**config.mk**
```make
export PLATFORM = sky130hd
export DESIGN_NAME = multi_signal_formatter_flat
export DESIGN_NICKNAME = d
export VERILOG_FILES = /design/src/rtl/msf_pkg.sv /design/src/rtl/multi_signal_formatter_if.sv /design/src/rtl/msf_channel.sv /design/src/rtl/multi_signal_formatter.sv /design/src/flat_wrapper.sv
export SDC_FILE = /design/constraint.sdc
export NUM_CORES = 1
export LEC_CHECK = 0
export CELL_PAD_IN_SITES_DETAIL_PLACEMENT = 1
export CELL_PAD_IN_SITES_GLOBAL_PLACEMENT = 1
export CORE_ASPECT_RATIO = 0.5
export CORE_UTILIZATION = 25
export DETAILED_ROUTE_END_ITERATION = 7
export PLACE_DENSITY = 0.61
export SETUP_SLACK_MARGIN = 0.15
export SYNTH_ARGS = -nofsm -noshare
export SYNTH_HDL_FRONTEND = slang
export SYNTH_SLANG_ARGS = --single-unit
export TNS_END_PERCENT = 10
```
**constraint.sdc**
```tcl
create_clock -name clk -period 2.9 [get_ports clk]
set_input_delay 0.435 -clock clk [delete_from_list [all_inputs] [get_ports clk]]
set_output_delay 0.435 -clock clk [all_outputs]
set_load 0.01 [all_outputs]
```
**src/rtl/msf_pkg.sv**
```systemverilog
// multi_signal_formatter shared types
// edge-mode and channel-state encodings plus the edge qualifier
package msf_pkg;

  typedef enum logic [1:0] {
    EM_FALL = 2'b00,
    EM_RISE = 2'b01,
    EM_BOTH = 2'b10,
    EM_NONE = 2'b11
  } edge_mode_e;

  typedef enum logic [1:0] {
    RESET = 2'b00,
    IDLE  = 2'b01,
    VETO  = 2'b10
  } state_e;

  function automatic logic edge_qual(
    input logic [1:0] mode,
    input logic       r,
    input logic       f
  );
    logic q;
    q = 1'b0;
    unique case (1'b1)
      mode == EM_FALL: q = f;
      mode == EM_RISE: q = r;
      mode == EM_BOTH: q = r | f;
      mode == EM_NONE: q = 1'b0;
    endcase
    return q;
  endfunction

endpackage

```
**src/rtl/multi_signal_formatter_if.sv**
```systemverilog
// multi_signal_formatter bus
// raw lines and controls in, conditioned lines and diagnostics out
interface multi_signal_formatter_if #(
  parameter int N_CH       = 4,
  parameter int VETO_WIDTH = 17,
  parameter int CNT_WIDTH  = 16
);
  logic [N_CH-1:0]           sig_in;
  logic [N_CH-1:0]           ch_enable;
  logic [2*N_CH-1:0]         edge_mode;
  logic [VETO_WIDTH-1:0]     veto_len;
  logic                      clear_cnt;
  logic [N_CH-1:0]           sig_out;
  logic [N_CH-1:0]           rise;
  logic [N_CH-1:0]           fall;
  logic [N_CH-1:0]           start_pulse;
  logic [N_CH-1:0]           busy;
  logic [N_CH*CNT_WIDTH-1:0] sup_cnt;

  modport master (
    output sig_in, ch_enable, edge_mode,
    output veto_len, clear_cnt,
    input  sig_out, rise, fall,
    input  start_pulse, busy, sup_cnt
  );

  modport slave (
    input  sig_in, ch_enable, edge_mode,
    input  veto_len, clear_cnt,
    output sig_out, rise, fall,
    output start_pulse, busy, sup_cnt
  );
endinterface

```
**src/rtl/msf_channel.sv**
```systemverilog
// one formatter channel
// sync, debounce, start/veto FSM and suppressed-edge counter
module msf_channel
  import msf_pkg::*;
#(
  parameter int STABLE     = 2,
  parameter int VETO_WIDTH = 17,
  parameter int CNT_WIDTH  = 16
) (
  input  logic                  clk,
  input  logic                  rst,
  input  logic                  tick,
  input  logic                  sig_in,
  input  logic                  ch_enable,
  input  logic [1:0]            edge_mode,
  input  logic [VETO_WIDTH-1:0] veto_len,
  input  logic                  clear_cnt,
  output logic                  sig_out,
  output logic                  rise,
  output logic                  fall,
  output logic                  start_pulse,
  output logic                  busy,
  output logic [CNT_WIDTH-1:0]  sup_cnt
);

  logic s1_q, s1_d, s2_q, s2_d;
  logic out_q, out_d;
  logic rise_q, rise_d, fall_q, fall_d;
  logic [3:0] stab_q, stab_d;
  state_e state_q, state_d;
  logic [VETO_WIDTH-1:0] cnt_q, cnt_d;
  logic [VETO_WIDTH-1:0] len_q, len_d;
  logic [CNT_WIDTH-1:0] sup_q, sup_d;
  logic qual;

  assign qual = edge_qual(edge_mode, rise_q, fall_q);

  always_comb begin
    s1_d   = sig_in;
    s2_d   = s1_q;
    out_d  = out_q;
    rise_d = 1'b0;
    fall_d = 1'b0;
    stab_d = stab_q;
    if (tick) begin
      if (s2_q != out_q) begin
        stab_d = stab_q + 4'd1;
        if (stab_d == 4'(STABLE)) begin
          out_d  = s2_q;
          rise_d = s2_q;
          fall_d = ~s2_q;
          stab_d = '0;
        end
      end else begin
        stab_d = '0;
      end
    end
  end

  always_comb begin
    state_d     = state_q;
    cnt_d       = cnt_q;
    len_d       = len_q;
    start_pulse = 1'b0;
    unique case (state_q)
      RESET: state_d = IDLE;
      IDLE: begin
        if (ch_enable && qual) begin
          start_pulse = 1'b1;
          cnt_d       = '0;
          len_d       = veto_len;
          state_d     = VETO;
        end
      end
      VETO: begin
        cnt_d = cnt_q + 1'b1;
        if (cnt_q == len_q) state_d = IDLE;
      end
      default: state_d = IDLE;
    endcase
    if (!ch_enable) begin
      state_d = IDLE;
      cnt_d   = '0;
    end
  end

  // clear wins over a coincident suppressed edge
  always_comb begin
    sup_d = sup_q;
    if (clear_cnt) begin
      sup_d = '0;
    end else if (state_q == VETO && qual && !(&sup_q)) begin
      sup_d = sup_q + 1'b1;
    end
  end

  always_ff @(posedge clk or negedge rst) begin
    if (!rst) begin
      s1_q    <= 1'b1;
      s2_q    <= 1'b1;
      out_q   <= 1'b1;
      rise_q  <= 1'b0;
      fall_q  <= 1'b0;
      stab_q  <= '0;
      state_q <= RESET;
      cnt_q   <= '0;
      len_q   <= '0;
      sup_q   <= '0;
    end else begin
      s1_q    <= s1_d;
      s2_q    <= s2_d;
      out_q   <= out_d;
      rise_q  <= rise_d;
      fall_q  <= fall_d;
      stab_q  <= stab_d;
      state_q <= state_d;
      cnt_q   <= cnt_d;
      len_q   <= len_d;
      sup_q   <= sup_d;
    end
  end

  assign sig_out = out_q;
  assign rise    = rise_q;
  assign fall    = fall_q;
  assign busy    = (state_q == VETO);
  assign sup_cnt = sup_q;

endmodule

```
**src/rtl/multi_signal_formatter.sv**
```systemverilog
// multi-channel trigger formatter top
// shared sample-tick prescaler feeding N_CH independent channels
module multi_signal_formatter #(
  parameter int N_CH       = 4,
  parameter int DIV_WIDTH  = 5,
  parameter int DIV        = 10,
  parameter int STABLE     = 2,
  parameter int VETO_WIDTH = 17,
  parameter int CNT_WIDTH  = 16
) (
  input logic clk,
  input logic rst,
  multi_signal_formatter_if.slave bus
);

  logic [DIV_WIDTH-1:0] div_q, div_d;
  logic tick;

  logic [N_CH-1:0] out_w, rise_w, fall_w;
  logic [N_CH-1:0] start_w, busy_w;
  logic [N_CH*CNT_WIDTH-1:0] sup_w;

  assign tick = (div_q == DIV_WIDTH'(DIV - 1));

  always_comb begin
    div_d = tick ? '0 : div_q + 1'b1;
  end

  always_ff @(posedge clk or negedge rst) begin
    if (!rst) div_q <= '0;
    else      div_q <= div_d;
  end

  for (genvar k = 0; k < N_CH; k++) begin : g_ch
    msf_channel #(
      .STABLE    (STABLE),
      .VETO_WIDTH(VETO_WIDTH),
      .CNT_WIDTH (CNT_WIDTH)
    ) u_ch (
      .clk        (clk),
      .rst        (rst),
      .tick       (tick),
      .sig_in     (bus.sig_in[k]),
      .ch_enable  (bus.ch_enable[k]),
      .edge_mode  (bus.edge_mode[2*k +: 2]),
      .veto_len   (bus.veto_len),
      .clear_cnt  (bus.clear_cnt),
      .sig_out    (out_w[k]),
      .rise       (rise_w[k]),
      .fall       (fall_w[k]),
      .start_pulse(start_w[k]),
      .busy       (busy_w[k]),
      .sup_cnt    (sup_w[k*CNT_WIDTH +: CNT_WIDTH])
    );
  end

  assign bus.sig_out     = out_w;
  assign bus.rise        = rise_w;
  assign bus.fall        = fall_w;
  assign bus.start_pulse = start_w;
  assign bus.busy        = busy_w;
  assign bus.sup_cnt     = sup_w;

endmodule

```
**src/flat_wrapper.sv**
```systemverilog
// flat-port wrapper written by rule: the top's interface ports become plain ports
module multi_signal_formatter_flat 
#(
  parameter int N_CH       = 4,
  parameter int DIV_WIDTH  = 5,
  parameter int DIV        = 10,
  parameter int STABLE     = 2,
  parameter int VETO_WIDTH = 17,
  parameter int CNT_WIDTH  = 16
)
  (clk, rst, bus_sig_in, bus_ch_enable, bus_edge_mode, bus_veto_len, bus_clear_cnt, bus_sig_out, bus_rise, bus_fall, bus_start_pulse, bus_busy, bus_sup_cnt);
  multi_signal_formatter_if #(.N_CH(N_CH), .VETO_WIDTH(VETO_WIDTH), .CNT_WIDTH(CNT_WIDTH)) bus_i ();
  input logic clk;
  input logic rst;
  input wire logic [$bits(bus_i.sig_in)-1:0] bus_sig_in;
  input wire logic [$bits(bus_i.ch_enable)-1:0] bus_ch_enable;
  input wire logic [$bits(bus_i.edge_mode)-1:0] bus_edge_mode;
  input wire logic [$bits(bus_i.veto_len)-1:0] bus_veto_len;
  input wire logic [$bits(bus_i.clear_cnt)-1:0] bus_clear_cnt;
  output wire logic [$bits(bus_i.sig_out)-1:0] bus_sig_out;
  output wire logic [$bits(bus_i.rise)-1:0] bus_rise;
  output wire logic [$bits(bus_i.fall)-1:0] bus_fall;
  output wire logic [$bits(bus_i.start_pulse)-1:0] bus_start_pulse;
  output wire logic [$bits(bus_i.busy)-1:0] bus_busy;
  output wire logic [$bits(bus_i.sup_cnt)-1:0] bus_sup_cnt;
  assign bus_i.sig_in = bus_sig_in;
  assign bus_i.ch_enable = bus_ch_enable;
  assign bus_i.edge_mode = bus_edge_mode;
  assign bus_i.veto_len = bus_veto_len;
  assign bus_i.clear_cnt = bus_clear_cnt;
  assign bus_sig_out = bus_i.sig_out;
  assign bus_rise = bus_i.rise;
  assign bus_fall = bus_i.fall;
  assign bus_start_pulse = bus_i.start_pulse;
  assign bus_busy = bus_i.busy;
  assign bus_sup_cnt = bus_i.sup_cnt;
  multi_signal_formatter #(.N_CH(N_CH), .DIV_WIDTH(DIV_WIDTH), .DIV(DIV), .STABLE(STABLE), .VETO_WIDTH(VETO_WIDTH), .CNT_WIDTH(CNT_WIDTH)) u_core (.clk(clk), .rst(rst), .bus(bus_i));
endmodule
```
# Word level (Yosys, flattened, before mapping)
# Cells that the tools add are included.
[totals]
register_bits = 249
wordCells = 232
ramBits = 0
latchBits = 0
memories = 0
output_inout_bits = 84
mem_bits_ro = 0
[classes]
addsub = 13
reduce_logical = 44
eq_ne = 45
n_shift = 0
n_lt_le_gt_ge = 0
muxes = 81
multipliers = 0
div_mod_pow = 0
bitwise = 8
[ops]
columns = ["op", "count"]
rows = [
  ["$mux W17", 8],
  ["$pmux W17 S2", 4],
  ["$mux W16", 8],
  ["$add A17 B1 Y17 const B", 4],
  ["$eq A17 B17 Y1", 4],
  ["$add A16 B1 Y16 const B", 4],
  ["$reduce_and A16 Y1", 4],
  ["$mux W1", 32],
  ["$mux W4", 8],
  ["$eq A2 B2 Y1 const B", 12],
  ["$mux W2", 12],
  ["$reduce_and A2 Y1", 12],
  ["$add A4 B1 Y4 const B", 4],
  ["$eq A2 B1 Y1 const B", 8],
  ["$eq A4 B2 Y1 const B", 4],
  ["$pmux W1 S4", 4],
  ["$pmux W2 S2", 4],
  ["$logic_and A1 B1 Y1", 12],
  ["$ne A3 B1 Y1 const B", 4],
  ["$ne A3 B2 Y1 const B", 4],
  ["$ne A3 B3 Y1 const B", 4],
  ["$reduce_and A3 Y1", 4],
  ["$logic_not A2 Y1", 4],
  ["$reduce_bool A2 Y1", 4],
  ["7 further kinds", 19],
]

# Logic depth before layout (Yosys ltp)
# Gate-level depths: netlist of run 1.
[logic_depth]
depth_word = 6
mapped_depth = 7
mapped_depth_nobuf = 6

# Cells and area by module
# Synthesis of run 1 repeated with hierarchy kept, for this count alone.
[unflattened]
hier_cells = 1204
hier_area_um2 = 12543.3
[modules_own_cells]
columns = ["module", "cells_each", "area_per_inst_um2", "instances"]
rows = [
  ["msf_channel at u_core.g_ch[1].u_ch ...", 293, 3035.4, 3],
  ["msf_channel at u_core.g_ch[0].u_ch", 302, 3174.3, 1],
  ["multi_signal_formatter", 23, 262.8, 1],
]

# Worst setup path after synthesis of run 1
# OpenSTA, ideal clock, no wires.
[synth_path]
kind = "in2out"
startpoint = "in bus_edge_mode[7]"
endpoint = "out bus_start_pulse[3]"
t_arrival_ns = 1.745
t_required_ns = 2.465
path_slack_ns = 0.720
path_stages = 6
path_buffers = 3
path_cell_list = "nand2b_1 > a2111oi_2 > and2_1 > buf_2 > buf_4 > buf_4"
[synth_via]
elab_chain_len = 5
[synth_lines]
columns = ["element", "line_no", "text"]
rows = [
  ["start, declared", "flat_wrapper.sv:17", "input wire logic [$bits(bus_i.edge_mode)-1:0] bus_edge_mode;"],
  ["$eq A2 B2 Y1 (tied with other cells)", "msf_pkg.sv:29", "mode == EM_NONE: q = 1'b0;"],
  ["$pmux W1 S4 *", "msf_pkg.sv:25", "unique case (1'b1)"],
  ["$logic_and A1 B1 Y1 *", "msf_channel.sv:68", "if (ch_enable && qual) begin"],
  ["$mux W1 *", "msf_channel.sv:68", ""],
  ["$mux W1 *", "msf_channel.sv:65", "unique case (state_q)"],
  ["end, declared", "flat_wrapper.sv:23", "output wire logic [$bits(bus_i.start_pulse)-1:0] bus_start_pulse;"],
]
# Every way passes the cells marked *; elsewhere a longest branch is shown, timed or not.

# Final worst setup path of run 1
[layout_path]
startpoint = "reg u_core.g_ch[3].u_ch.rise_q"
endpoint = "out bus_start_pulse[3]"
[layout_via]
elab_chain_len = 5
[layout_lines]
columns = ["element", "line_no", "text"]
rows = [
  ["start, declared", "msf_channel.sv:28", "logic rise_q, rise_d, fall_q, fall_d;"],
  ["start signal, assigned", "msf_channel.sv:113", "rise_q <= rise_d;"],
  ["$or A1 B1 Y1", "msf_pkg.sv:28", "mode == EM_BOTH: q = r | f;"],
  ["$pmux W1 S4 *", "msf_pkg.sv:25", ""],
  ["$logic_and A1 B1 Y1 *", "msf_channel.sv:68", ""],
  ["$mux W1 *", "msf_channel.sv:68", ""],
  ["$mux W1 *", "msf_channel.sv:65", ""],
]
# Marked as above.

==> metrics.md, run 1 <==
| Metric | Value |
|---|---|
| CTS tree | `built` |
| Endpoint class of the critical path | `primary output` |
| Status | `completed` |
| Sw Ratio | `0.242` |
| Fin crit share | `0.923` |
| CTS Buffer Depth | `3` |
| Worst hold path type | `in -> reg` |
| Min-delay src | `bus_sig_in[1]` |
| Largest cells by area after synthesis | `dfrtp_1 (46%), xor2_1 (6.4%), mux2_2 (5.6%)` |
| Die X | `322 microns` |
| Area grow syn2layout | `24.1%` |
| Simple-Gate Fraction of Synth Area | `0.185` |
| Syn Nets | `1298` |
| Final setup fails | `0` |
| Slowest library cell on the worst path | `clkdlybuf4s50_1` |
| CP Cell Sequence | `nand2b_1 -> a2111oi_4 -> and2_1 -> clkdlybuf4s50_1` |
| GRT Util Overall | `0.133` |
| Distinct cell type count after synthesis | `63` |
| CP Class | `reg -> out` |
| H-tree depth | `1` |
| Remaining DRCs | `0` |
| Main combinational cell family by area after synthesis | `simple AND/OR/NAND/NOR gates` |
| Area share of the largest cell type after synthesis | `0.464` |
| Max incr delay on CP | `530 ps` |
| Clk pin slew, worst setup/hold paths | `60 ps` |
| Area of the mapped netlist | `0.0128 sq mm` |
| Most instantiated library cell after synthesis | `dfrtp_1` |
| EDFF count, synth | `0` |
| Nets@finish | `1410` |
| Die Span Y | `between 150 and 200 microns` |
| Setup_tns | `0 ps` |
| Adder-Cell Fraction of Synth Area | `0.0176` |
| Part of the power in registers | `0.447` |
| Routability cong. | `between 0.7 and 0.8` |
| Cts bufs inserted | `28` |
| Setup WS pre-CTS | `53.5 ps` |
| FF+latch count, synth | `249` |
| Crit path DAT | `between 2000 and 2500 ps` |
| Worst Path Max Fanout | `3` |
| Number of diodes | `0` |
| Std-Cell Rows | `58` |
| Post-DP HPWL | `approximately 24000 microns` |
| Mux cell area share after synthesis | `0.0699` |
| Core box area | `0.0504 sq mm` |
| Worst r2r src | `u_core.g_ch[3].u_ch.rise$_DFF_PN0_` |
| Share of layout cells above drive strength 1 | `0.128` |
| Via/cell ratio | `4.73` |
| Worst IR drop on VDD | `0.000439 V` |
| Clock power frac | `0.459` |
| Antenna viol nets, final | `0` |
| Period minus WS final | `2680 ps` |
| Sw power | `2.14 mW` |
| Maxcap violations | `0` |
| Starting density of the core | `0.254` |
| Via count of the first global-routing pass | `10200` |
| Synth Area in XOR/XNOR | `0.0918` |
| First-pass GRT wire length | `approximately 57000 microns` |
| Asr flop ratio synth | `1.00` |
| FMAX | `374 MHz` |
| Post-route worst setup slack | `224 ps` |
| Initial antenna violation count | `0` |
| Synth Area in Compound Gates | `0.111` |
| Via count | `9777` |
| Leak pwr | `about 6.5 nW` |
| DIE AREA | `0.0521 sq mm` |
| Synth area leader | `dfrtp_1` |
| P per Cell Area | `558 mW/mm^2` |
| Prevailing post-synth register cell | `dfrtp_1` |
| Sequential share of the synthesized area | `0.489` |
| Port buffer count | `approximately 120` |
| Largest net degree at the start of global routing | `76` |
| Mapped Avg Cell Area | `10.3 sq um` |
| Clock skew | `18.3 ps` |
| Crit path launch | `u_core.g_ch[3].u_ch.rise$_DFF_PN0_` |
| Commonest cells in the synthesized netlist | `dfrtp_1 (237), nor2_1 (113), xor2_1 (93)` |
| Initial DRC count | `approximately 440` |
| Crit path launch type | `register` |
| Clock Latency Late Sink | `570 ps` |
| Internal power | `6.71 mW` |
| Combinational Power Share | `0.093` |
| Clk root buf | `clkbuf_16` |
| Post-Syn Instances | `between 1000 and 1500` |
| Hold Fails Final Rpt | `0` |
| First drt pass iteration count | `4` |
| Clock Sinks | `approximately 250` |
| Ys Warns | `0` |
| Worst slew pin tran | `1000 ps` |
| Grt total ovfl | `0` |
| Fin. max-slew vios | `0` |
| Unrepaired setup endpoints after global routing | `yes` |
| Worst EP required | `roughly 2500 ps` |
| Final WL | `34300 microns` |
| Placed insts | `between 2000 and 2500` |
| Wirelength per Cell | `16.6 microns` |
| Max transition margin | `0.329` |
| Post-route insts no fill | `about 2100` |
| Io pins | `120` |
==> layout by cell type, fill, tap and decap left out, types with 15 or more instances in the layout <==
cell type,count
nand2_1,78
and3_1,31
xor2_1,93
inv_1,22
a21oi_1,32
and2_1,18
nor4_1,28
nand3_1,54
o21ai_0,87
nor2_1,113
mux2_2,64
ha_1,18
nand4_1,43
nor3_1,19
clkbuf_16,28
xnor2_1,41
buf_4,29
clkdlybuf4s50_1,116
dfrtp_1,235
a31oi_1,16
o31ai_1,15
==> sequential cells by signal, summed over array words and instances (netlist names) <==
| name | cells |
|---|---|
| u_core.g_ch.u_ch.s1_q | 4 |
| u_core.g_ch.u_ch.rise | 4 |
| u_core.div_q | 5 |
| u_core.g_ch.u_ch.fall | 4 |
| u_core.g_ch.u_ch.stab_q | 16 |
| u_core.g_ch.u_ch.state_q | 8 |
| u_core.g_ch.u_ch.sig_out | 4 |
| u_core.g_ch.u_ch.len_q | 68 |
| u_core.g_ch.u_ch.s2_q | 4 |
| u_core.g_ch.u_ch.cnt_q | 68 |
| u_core.g_ch.u_ch.sup_cnt | 64 |
==> cells by family (layout without fill, tap and decap cells) <==
logic type	Yosys count	after routing
simple gates	453	453
xor+xnor	134	134
flops	249	249
fa+ha+maj	18	18
buf+inv	92	226
mux	80	80
compound gates	218	218
==> what timing repair did <==
item | in CTS | in global routing
gates resized for setup | 5 | 2
pin swaps | 2 | 2
hold endpoints to repair | 70 | 0
hold buffers | 1 | 0
setup buffers | 0 | 1
setup endpoints to repair | 2 | 2
==> critical path: cells and delay by family (launching register included) <==
kind                   cells  cell delay, ps
flip-flops                 1             450
AND/OR/NAND/NOR            2             340
AO/OA/AOI/OAI              1             350
buffers and inverters      1             530
==> through the flow <==
stage	utilization	hold WS, ps	instance area, sq um	total power, mW
2_1_floorplan	-	139	12800	4.51
3_3_place_gp	0.293	346	14700	4.82
3_5_place_dp	0.293	347	14700	4.86
4_1_cts	0.315	252	15800	9.01
5_1_grt	0.315	260	15900	9.25
6_report	0.315	276	15900	8.85
==> layer usage <==
| metal | routed length [microns] | vias up | track usage |
|---|---|---|---|
| met3 | 688 | 40 | 0.0168 |
| met4 | 708 | 0 | 0.0320 |
| met2 | 16800 | 75 | 0.230 |
| met5 | 0 | - | 0 |
| li1 | - | 4684 | - |
| met1 | 16100 | 4978 | 0.176 |
==> power groups by stage <==
stage	Clock, mW	Combinational [mW]	Sequential, mW
after CTS	4.20	0.845	3.97
after detailed placement	0	0.835	4.03
after global routing	4.32	0.926	4.00
final	4.07	0.825	3.96
after global placement	0	0.809	4.01
after floorplan	0	0.553	3.96
==> path summary, 6_finish.rpt <==
check                                                                  end  slack, ps  cells after the start
worst max-delay path                                    bus_start_pulse[3]        220                      4
worst min-delay path                    u_core.g_ch[1].u_ch.s1_q$_DFF_PN1_        280                      1
worst max register to register    u_core.g_ch[3].u_ch.cnt_q[5]$_DFFE_PN0P_        640                      6
worst min register to register          u_core.g_ch[0].u_ch.s2_q$_DFF_PN1_        350                      0
max in group asynchronous          u_core.g_ch[1].u_ch.sig_out$_DFFE_PN1P_       1600                      3
min in group asynchronous       u_core.g_ch[3].u_ch.sup_cnt[0]$_DFFE_PN0P_        470                      2
==> final cells by class <==
type	instances	area [sq um]
clock buffers	37	774
clock inverters	15	287
fillers	5710	34500
inverters	22	82.6
multi-input cells	903	6120
flip-flops and latches	249	6250
well taps	690	863
repair buffers	152	1480
Note: power is estimated with default switching activity, not from simulation.
==> run 2: changes to the inputs <==
- CORE_MARGIN: unset -> 10
- CTS_CLUSTER_DIAMETER: unset -> 40
==> run 2 against run 1 <==
Cell count rose by 0.87%. Clock-buffer cell count rose by 17. First-iteration DRC count rose by 17%. Design area rose by 1.7%. Critical path depth did not move. Combinational power barely moved. Hold slack improved by 34 ps. Worst setup slack got worse by 4.7 ps. Global-route usage fell by 1.8 points. Non-clock buffer count fell by 1.
==> metrics.md, run 2 (synthesized netlist as in run 1, its figures left out) <==
| Metric | Value |
|---|---|
| Status | `completed` |
| Post-route worst setup slack | `219 ps (-4.68 ps)` |
| Cts bufs inserted | `39 (+39%)` |
| Final setup fails | `0 (unchanged)` |
| Share of layout cells above drive strength 1 | `0.138 (+0.00981)` |
| Unrepaired setup endpoints after global routing | `yes` |
| CP Cell Sequence | `nand2b_1 -> a2111oi_4 -> and2_1 -> clkdlybuf4s50_1` |
| Sequential Area | `0.00625 sq mm (unchanged)` |
| Hold WS | `310 ps (+34.3 ps)` |
| DIE AREA | `0.0611 sq mm (+17%)` |
| Area post-placement | `0.0147 sq mm (about the same)` |
| Worst slew pin tran | `948 ps (-55.1 ps)` |
| Tot Pwr | `9.63 mW (+8.7%)` |
| Initial DRC count | `518 (+17%)` |
| Via count | `9803 (+0.27%)` |
| Hold Fails Final Rpt | `0 (unchanged)` |
| Antenna viol nets, final | `0 (unchanged)` |
| CTS tree | `built` |
| Placed insts | `2014 (unchanged)` |
| Endpoint class of the critical path | `primary output` |
| GRT Util Overall | `0.115 (-0.0182)` |
| Std-Cell Rows | `58 (unchanged)` |
| R2R cell count | `6 (unchanged)` |
| Via/cell ratio | `4.70 (-0.60%)` |
| Final instance area | `0.0161 sq mm (+1.7%)` |
| Max transition margin | `0.368 (+0.0392)` |
| Crit path depth | `4 (unchanged)` |
| FMAX | `373 MHz (-0.17%)` |
| Initial antenna violation count | `0 (unchanged)` |
| Slowest library cell on the worst path | `clkdlybuf4s50_1` |
| Maxcap violations | `0 (unchanged)` |
| Multi-input gate area | `0.00614 sq mm (+0.25%)` |
| First drt pass iteration count | `4 (unchanged)` |
| Crit path DAT | `2250 ps (about the same)` |
| Starting density of the core | `0.254 (unchanged)` |
| Largest net degree at the start of global routing | `71 (-6.6%)` |
| Clk root buf | `clkbuf_16` |
| Crit path launch type | `register` |
| Max incr delay on CP | `540 ps (about the same)` |
| Clock skew | `34.4 ps (+16.1 ps)` |
| P per Cell Area | `597 mW/mm^2 (+6.9%)` |
| Number of diodes | `0 (unchanged)` |
| Commonest non-fill, non-tap cell in the layout | `dfrtp_1` |
| Area grow syn2layout | `26.3%` |
| Worst IR drop on VDD | `0.000339 V (-23%)` |
| Post-DP HPWL | `25400 microns (+5.8%)` |
| Die Span Y | `180 microns (+11%)` |
| Clock Sinks | `249 (unchanged)` |
| Setup bufs post-CTS | `0 (unchanged)` |
| WHS Path Cells | `1 (unchanged)` |
| Grt total ovfl | `0 (unchanged)` |
| Top Family by Delay on Critical Path | `buffers and inverters` |
| Period minus WS final | `2680 ps (+4.68 ps)` |
| Wirelength per Cell | `17.1 microns (+2.9%)` |
| Port buffer count | `119 (unchanged)` |
| Clk pin slew, worst setup/hold paths | `50 ps (about the same)` |
| Fin. max-slew vios | `0 (unchanged)` |
| Clock Latency Late Sink | `540 ps (-30 ps)` |
| CP Class | `reg -> out` |
| Post-route insts no fill | `2086 (+0.87%)` |
| Core box area | `0.0504 sq mm (unchanged)` |
| Worst hold path type | `in -> reg` |
| Worst EP required | `2470 ps (about the same)` |
| # fillers | `5681 (-0.51%)` |
| First-pass GRT wire length | `58400 microns (+3.2%)` |
| Final WL | `35600 microns (+3.8%)` |
| Die X | `340 microns (+5.6%)` |
| CP Buf/Inv Count | `1 (unchanged)` |
| CTS Buffer Depth | `3 (unchanged)` |
| Setup WS pre-CTS | `-4.07 ps (-57.5 ps)` |
| Via count of the first global-routing pass | `10300 (+0.17%)` |
| Remaining DRCs | `0 (unchanged)` |
| Io pins | `120 (unchanged)` |
| Core Util, Final | `0.320 (+0.00547)` |
| Commonest non-fill, non-tap cells in the layout | `dfrtp_1 (235), clkdlybuf4s50_1 (116), nor2_1 (113)` |
| Leak pwr | `6.64 nW (+1.7%)` |
| Fin crit share | `0.924 (+0.00162)` |
| H-tree depth | `2 (+1)` |
| Nets@finish | `1420 (+0.71%)` |
| Routability cong. | `0.743 (-1.5%)` |
| Setup_tns | `0 ps (unchanged)` |
| Worst Path Max Fanout | `3 (unchanged)` |
[run 2: changes by cell type in the layout (fill, tap and decap cells not counted), sizes merged]
cell,change
bufinv,-2
inv,+2
clkbuf,+17
buf,-1
dlygate4sd2,+1
dlymetal6s2s,-1
clkinvlp,+3
clkinv,-1
[run 2: layout make-up]
class	count	share of cell area
Sequential cell	249	0.387
Multi-Input combinational cell	903	0.380
Timing Repair Buffer	151	0.0904
Clock buffer	54	0.0678
Tap cell	690	0.0535
Clock inverter	17	0.0156
Inverter	22	0.00512
[run 2: path summary, 6_finish.rpt]
kind / from / end / slack, ps
max: u_core.g_ch[3].u_ch.rise$_DFF_PN0_ / bus_start_pulse[3] / 220
min: bus_sig_in[3] / u_core.g_ch[3].u_ch.s1_q$_DFF_PN1_ / 310
max reg2reg: u_core.g_ch[3].u_ch.rise$_DFF_PN0_ / u_core.g_ch[3].u_ch.cnt_q[10]$_DFFE_PN0P_ / 660
min reg2reg: u_core.g_ch[1].u_ch.s1_q$_DFF_PN1_ / u_core.g_ch[1].u_ch.s2_q$_DFF_PN1_ / 350
max in group asynchronous: rst / u_core.g_ch[0].u_ch.s2_q$_DFF_PN1_ / 1560
min in group asynchronous: rst / u_core.g_ch[1].u_ch.stab_q[0]$_DFFE_PN0P_ / 450
[run 2: routing by layer]
metal / global-route usage / share of wire / up-vias
met5: 0 / 0 / -
met2: 0.200 / 0.50 / 84
met4: 0.0340 / 0.021 / 0
met1: 0.144 / 0.45 / 4953
li1: - / - / 4718
met3: 0.0192 / 0.026 / 48
[run 2: report_power, final]
part	leakage [nW]	switching [mW]	internal (mW)
registers	3.25	0.215	3.76
logic	2.74	0.382	0.439
clock network	0.645	1.73	3.10
[run 2: worst register-to-register path, delay by kind of cell, from the launching register on]
family / cells / cell delay, ps
AOI/OAI and AO/OA: 4 / 800
and+or+nand+nor: 1 / 720
DFF: 1 / 470
buffers and inverters: 1 / 160
[run 2: repair_timing]
action                                  4_1_cts  5_1_grt
gates resized for setup                       7        4
pin swaps                                     1        1
hold buffers                                  1        0
hold endpoints to repair                     59        0
endpoints found under the setup margin        3        2
==> run 3: changes to the inputs <==
- CORE_MARGIN: 10 -> unset
- CTS_BUF_LIST: unset -> sky130_fd_sc_hd__clkbuf_16
==> run 3 against run 2 <==
Cell count is essentially flat. Highest routed layer unchanged. Register-to-register slack lost 180 ps. Sequential cell count is the same. Combinational power is essentially flat. Sequential power is essentially flat. Fmax shrank 0.30%. Sequential share of layout area is essentially flat. Design area is essentially flat. Clock-buffer cell count shrank 14. Largest power group unchanged. Clock skew shrank 4.9 ps. Core utilization is essentially flat. Wire length shrank 3.2%.
==> metrics.md, run 3 (synthesized netlist as in run 1, its figures left out) <==
| Metric | Value |
|---|---|
| Max transition margin | `0.319 (-0.0489)` |
| CP Class | `reg -> out` |
| Post-route insts no fill | `2087 (+0.048%)` |
| Worst Path Max Fanout | `3 (unchanged)` |
| GRT Util Overall | `0.135 (+0.0202)` |
| First drt pass iteration count | `4 (unchanged)` |
| Leak pwr | `6.70 nW (+0.91%)` |
| Final setup fails | `0 (unchanged)` |
| Clock Sinks | `249 (unchanged)` |
| Final WL | `34500 microns (-3.2%)` |
| Setup_tns | `0 ps (unchanged)` |
| Worst IR drop on VDD | `0.000416 V (+23%)` |
| Post-DP HPWL | `24000 microns (-5.5%)` |
| Antenna viol nets, final | `0 (unchanged)` |
| Via count | `9841 (+0.39%)` |
| DIE AREA | `0.0521 sq mm (-15%)` |
| Period minus WS final | `2690 ps (+8.19 ps)` |
| Via count of the first global-routing pass | `10300 (+0.87%)` |
| Hold WS | `309 ps (-1.77 ps)` |
| Commonest non-fill, non-tap cell in the layout | `dfrtp_1` |
| Area grow syn2layout | `26.2% (about the same)` |
| Remaining DRCs | `0 (unchanged)` |
| Fin crit share | `0.927 (+0.00282)` |
| FMAX | `372 MHz (-0.30%)` |
| Worst EP required | `2470 ps (about the same)` |
| Core box area | `0.0504 sq mm (unchanged)` |
| Setup bufs post-CTS | `0 (unchanged)` |
| Status | `completed` |
| Fin. max-slew vios | `0 (unchanged)` |
| CTS Buffer Depth | `3 (unchanged)` |
| WHS Path Cells | `1 (unchanged)` |
| Worst slew pin tran | `1020 ps (+69.5 ps)` |
| Largest net degree at the start of global routing | `76 (+7.0%)` |
| Clock skew | `29.4 ps (-4.95 ps)` |
| Commonest non-fill, non-tap cells in the layout | `dfrtp_1 (235), clkdlybuf4s50_1 (116), nor2_1 (113)` |
| R2R cell count | `6 (unchanged)` |
| Routability cong. | `0.755 (+1.6%)` |
| Placed insts | `2014 (unchanged)` |
| Std-Cell Rows | `58 (unchanged)` |
| Maxcap violations | `0 (unchanged)` |
| Number of diodes | `0 (unchanged)` |
| Clk root buf | `clkbuf_16` |
| Via/cell ratio | `4.72 (+0.34%)` |
| Cts bufs inserted | `40 (+2.6%)` |
| Hold Fails Final Rpt | `0 (unchanged)` |
| Nets@finish | `1421 (+0.070%)` |
| Initial antenna violation count | `0 (unchanged)` |
| Crit path launch type | `register` |
| Die Span Y | `162 microns (-10%)` |
| Tot Pwr | `9.59 mW (-0.41%)` |
| Port buffer count | `119 (unchanged)` |
| Wirelength per Cell | `16.5 microns (-3.2%)` |
| Worst hold path type | `in -> reg` |
| Die X | `322 microns (-5.3%)` |
| First-pass GRT wire length | `57100 microns (-2.2%)` |
| Unrepaired setup endpoints after global routing | `yes` |
| Initial DRC count | `403 (-22%)` |
| Endpoint class of the critical path | `primary output` |
| H-tree depth | `2 (unchanged)` |
| Starting density of the core | `0.254 (unchanged)` |
| Grt total ovfl | `0 (unchanged)` |
| Io pins | `120 (unchanged)` |
| Crit path DAT | `2250 ps (about the same)` |
| Clock Latency Late Sink | `540 ps (about the same)` |
| Share of layout cells above drive strength 1 | `0.135 (-0.00296)` |
| Core Util, Final | `0.320 (about the same)` |
| Clk pin slew, worst setup/hold paths | `60 ps (about the same)` |
| P per Cell Area | `594 mW/mm^2 (-0.36%)` |
| CTS tree | `built` |
==> run 3: changes by cell type in the layout (fill, tap and decap cells not counted), sizes merged <==
| cell | previous run | this run |
|---|---|---|
| clkbuf | 54 | 40 |
| dlymetal6s2s | 0 | 1 |
| clkinv | 7 | 8 |
| clkinvlp | 3 | 1 |
| inv | 24 | 40 |
| dlygate4sd2 | 1 | 0 |
==> run 3: final timing paths <==
| check | end | slack (ps) | startpoint |
|---|---|---|---|
| setup / recovery | bus_start_pulse[3] | 210 | u_core.g_ch[3].u_ch.rise$_DFF_PN0_ |
| hold / removal | u_core.g_ch[1].u_ch.s1_q$_DFF_PN1_ | 310 | bus_sig_in[1] |
| setup reg to reg | u_core.g_ch[3].u_ch.cnt_q[5]$_DFFE_PN0P_ | 480 | u_core.g_ch[3].u_ch.rise$_DFF_PN0_ |
| hold reg to reg | u_core.g_ch[0].u_ch.s2_q$_DFF_PN1_ | 330 | u_core.g_ch[0].u_ch.s1_q$_DFF_PN1_ |
| max in group asynchronous | u_core.g_ch[3].u_ch.s1_q$_DFF_PN1_ | 1560 | rst |
| min in group asynchronous | u_core.g_ch[3].u_ch.sup_cnt[0]$_DFFE_PN0P_ | 500 | rst |
==> run 3: critical path, cell delays in order, from the launching register on <==
cell,delay [ps]
dfrtp_2,460
a211oi_1,530
a2111oi_4,70
and2_1,200
clkdlybuf4s50_1,470
==> run 3: layout make-up <==
type / count / area (sq um)
Clock buffer: 40 / 1000
Clock inverter: 32 / 340
Fill cell: 5691 / 34200
Inverter: 22 / 82.6
Multi-Input combinational cell: 903 / 6120
Sequential cell: 249 / 6250
Tap cell: 690 / 863
Timing Repair Buffer: 151 / 1470
==> run 3: where the power goes <==
| part | internal, mW | total [mW] | switching (mW) |
|---|---|---|---|
| Combinational | 0.439 | 0.824 | 0.385 |
| Sequential | 3.76 | 3.96 | 0.208 |
| Clock | 3.00 | 4.80 | 1.80 |
| Total | 7.20 | 9.59 | 2.39 |
==> run 3: through the flow <==
| stage | area (sq um) | worst slack (ps) |
|---|---|---|
| detailed placement | 14700 | 53.5 |
| finish | 16100 | 211 |
| global route | 16100 | 119 |
| floorplan | 12800 | 720 |
| global placement | 14700 | 51.5 |
| CTS | 16100 | 124 |
==> run 3: timing repair <==
| action | CTS | global route |
|---|---|---|
| setup endpoints to repair | 2 | 2 |
| pin swaps | 1 | 1 |
| hold buffers | 1 | 0 |
| hold endpoints to repair | 70 | 0 |
| gates resized for setup | 5 | 1 |
==> run 3: routing by layer <==
metal | track usage | wire, microns
met3 | 0.0209 | 846
met5 | 0 | 0
met4 | 0.0416 | 823
met2 | 0.230 | 16700
met1 | 0.176 | 16100
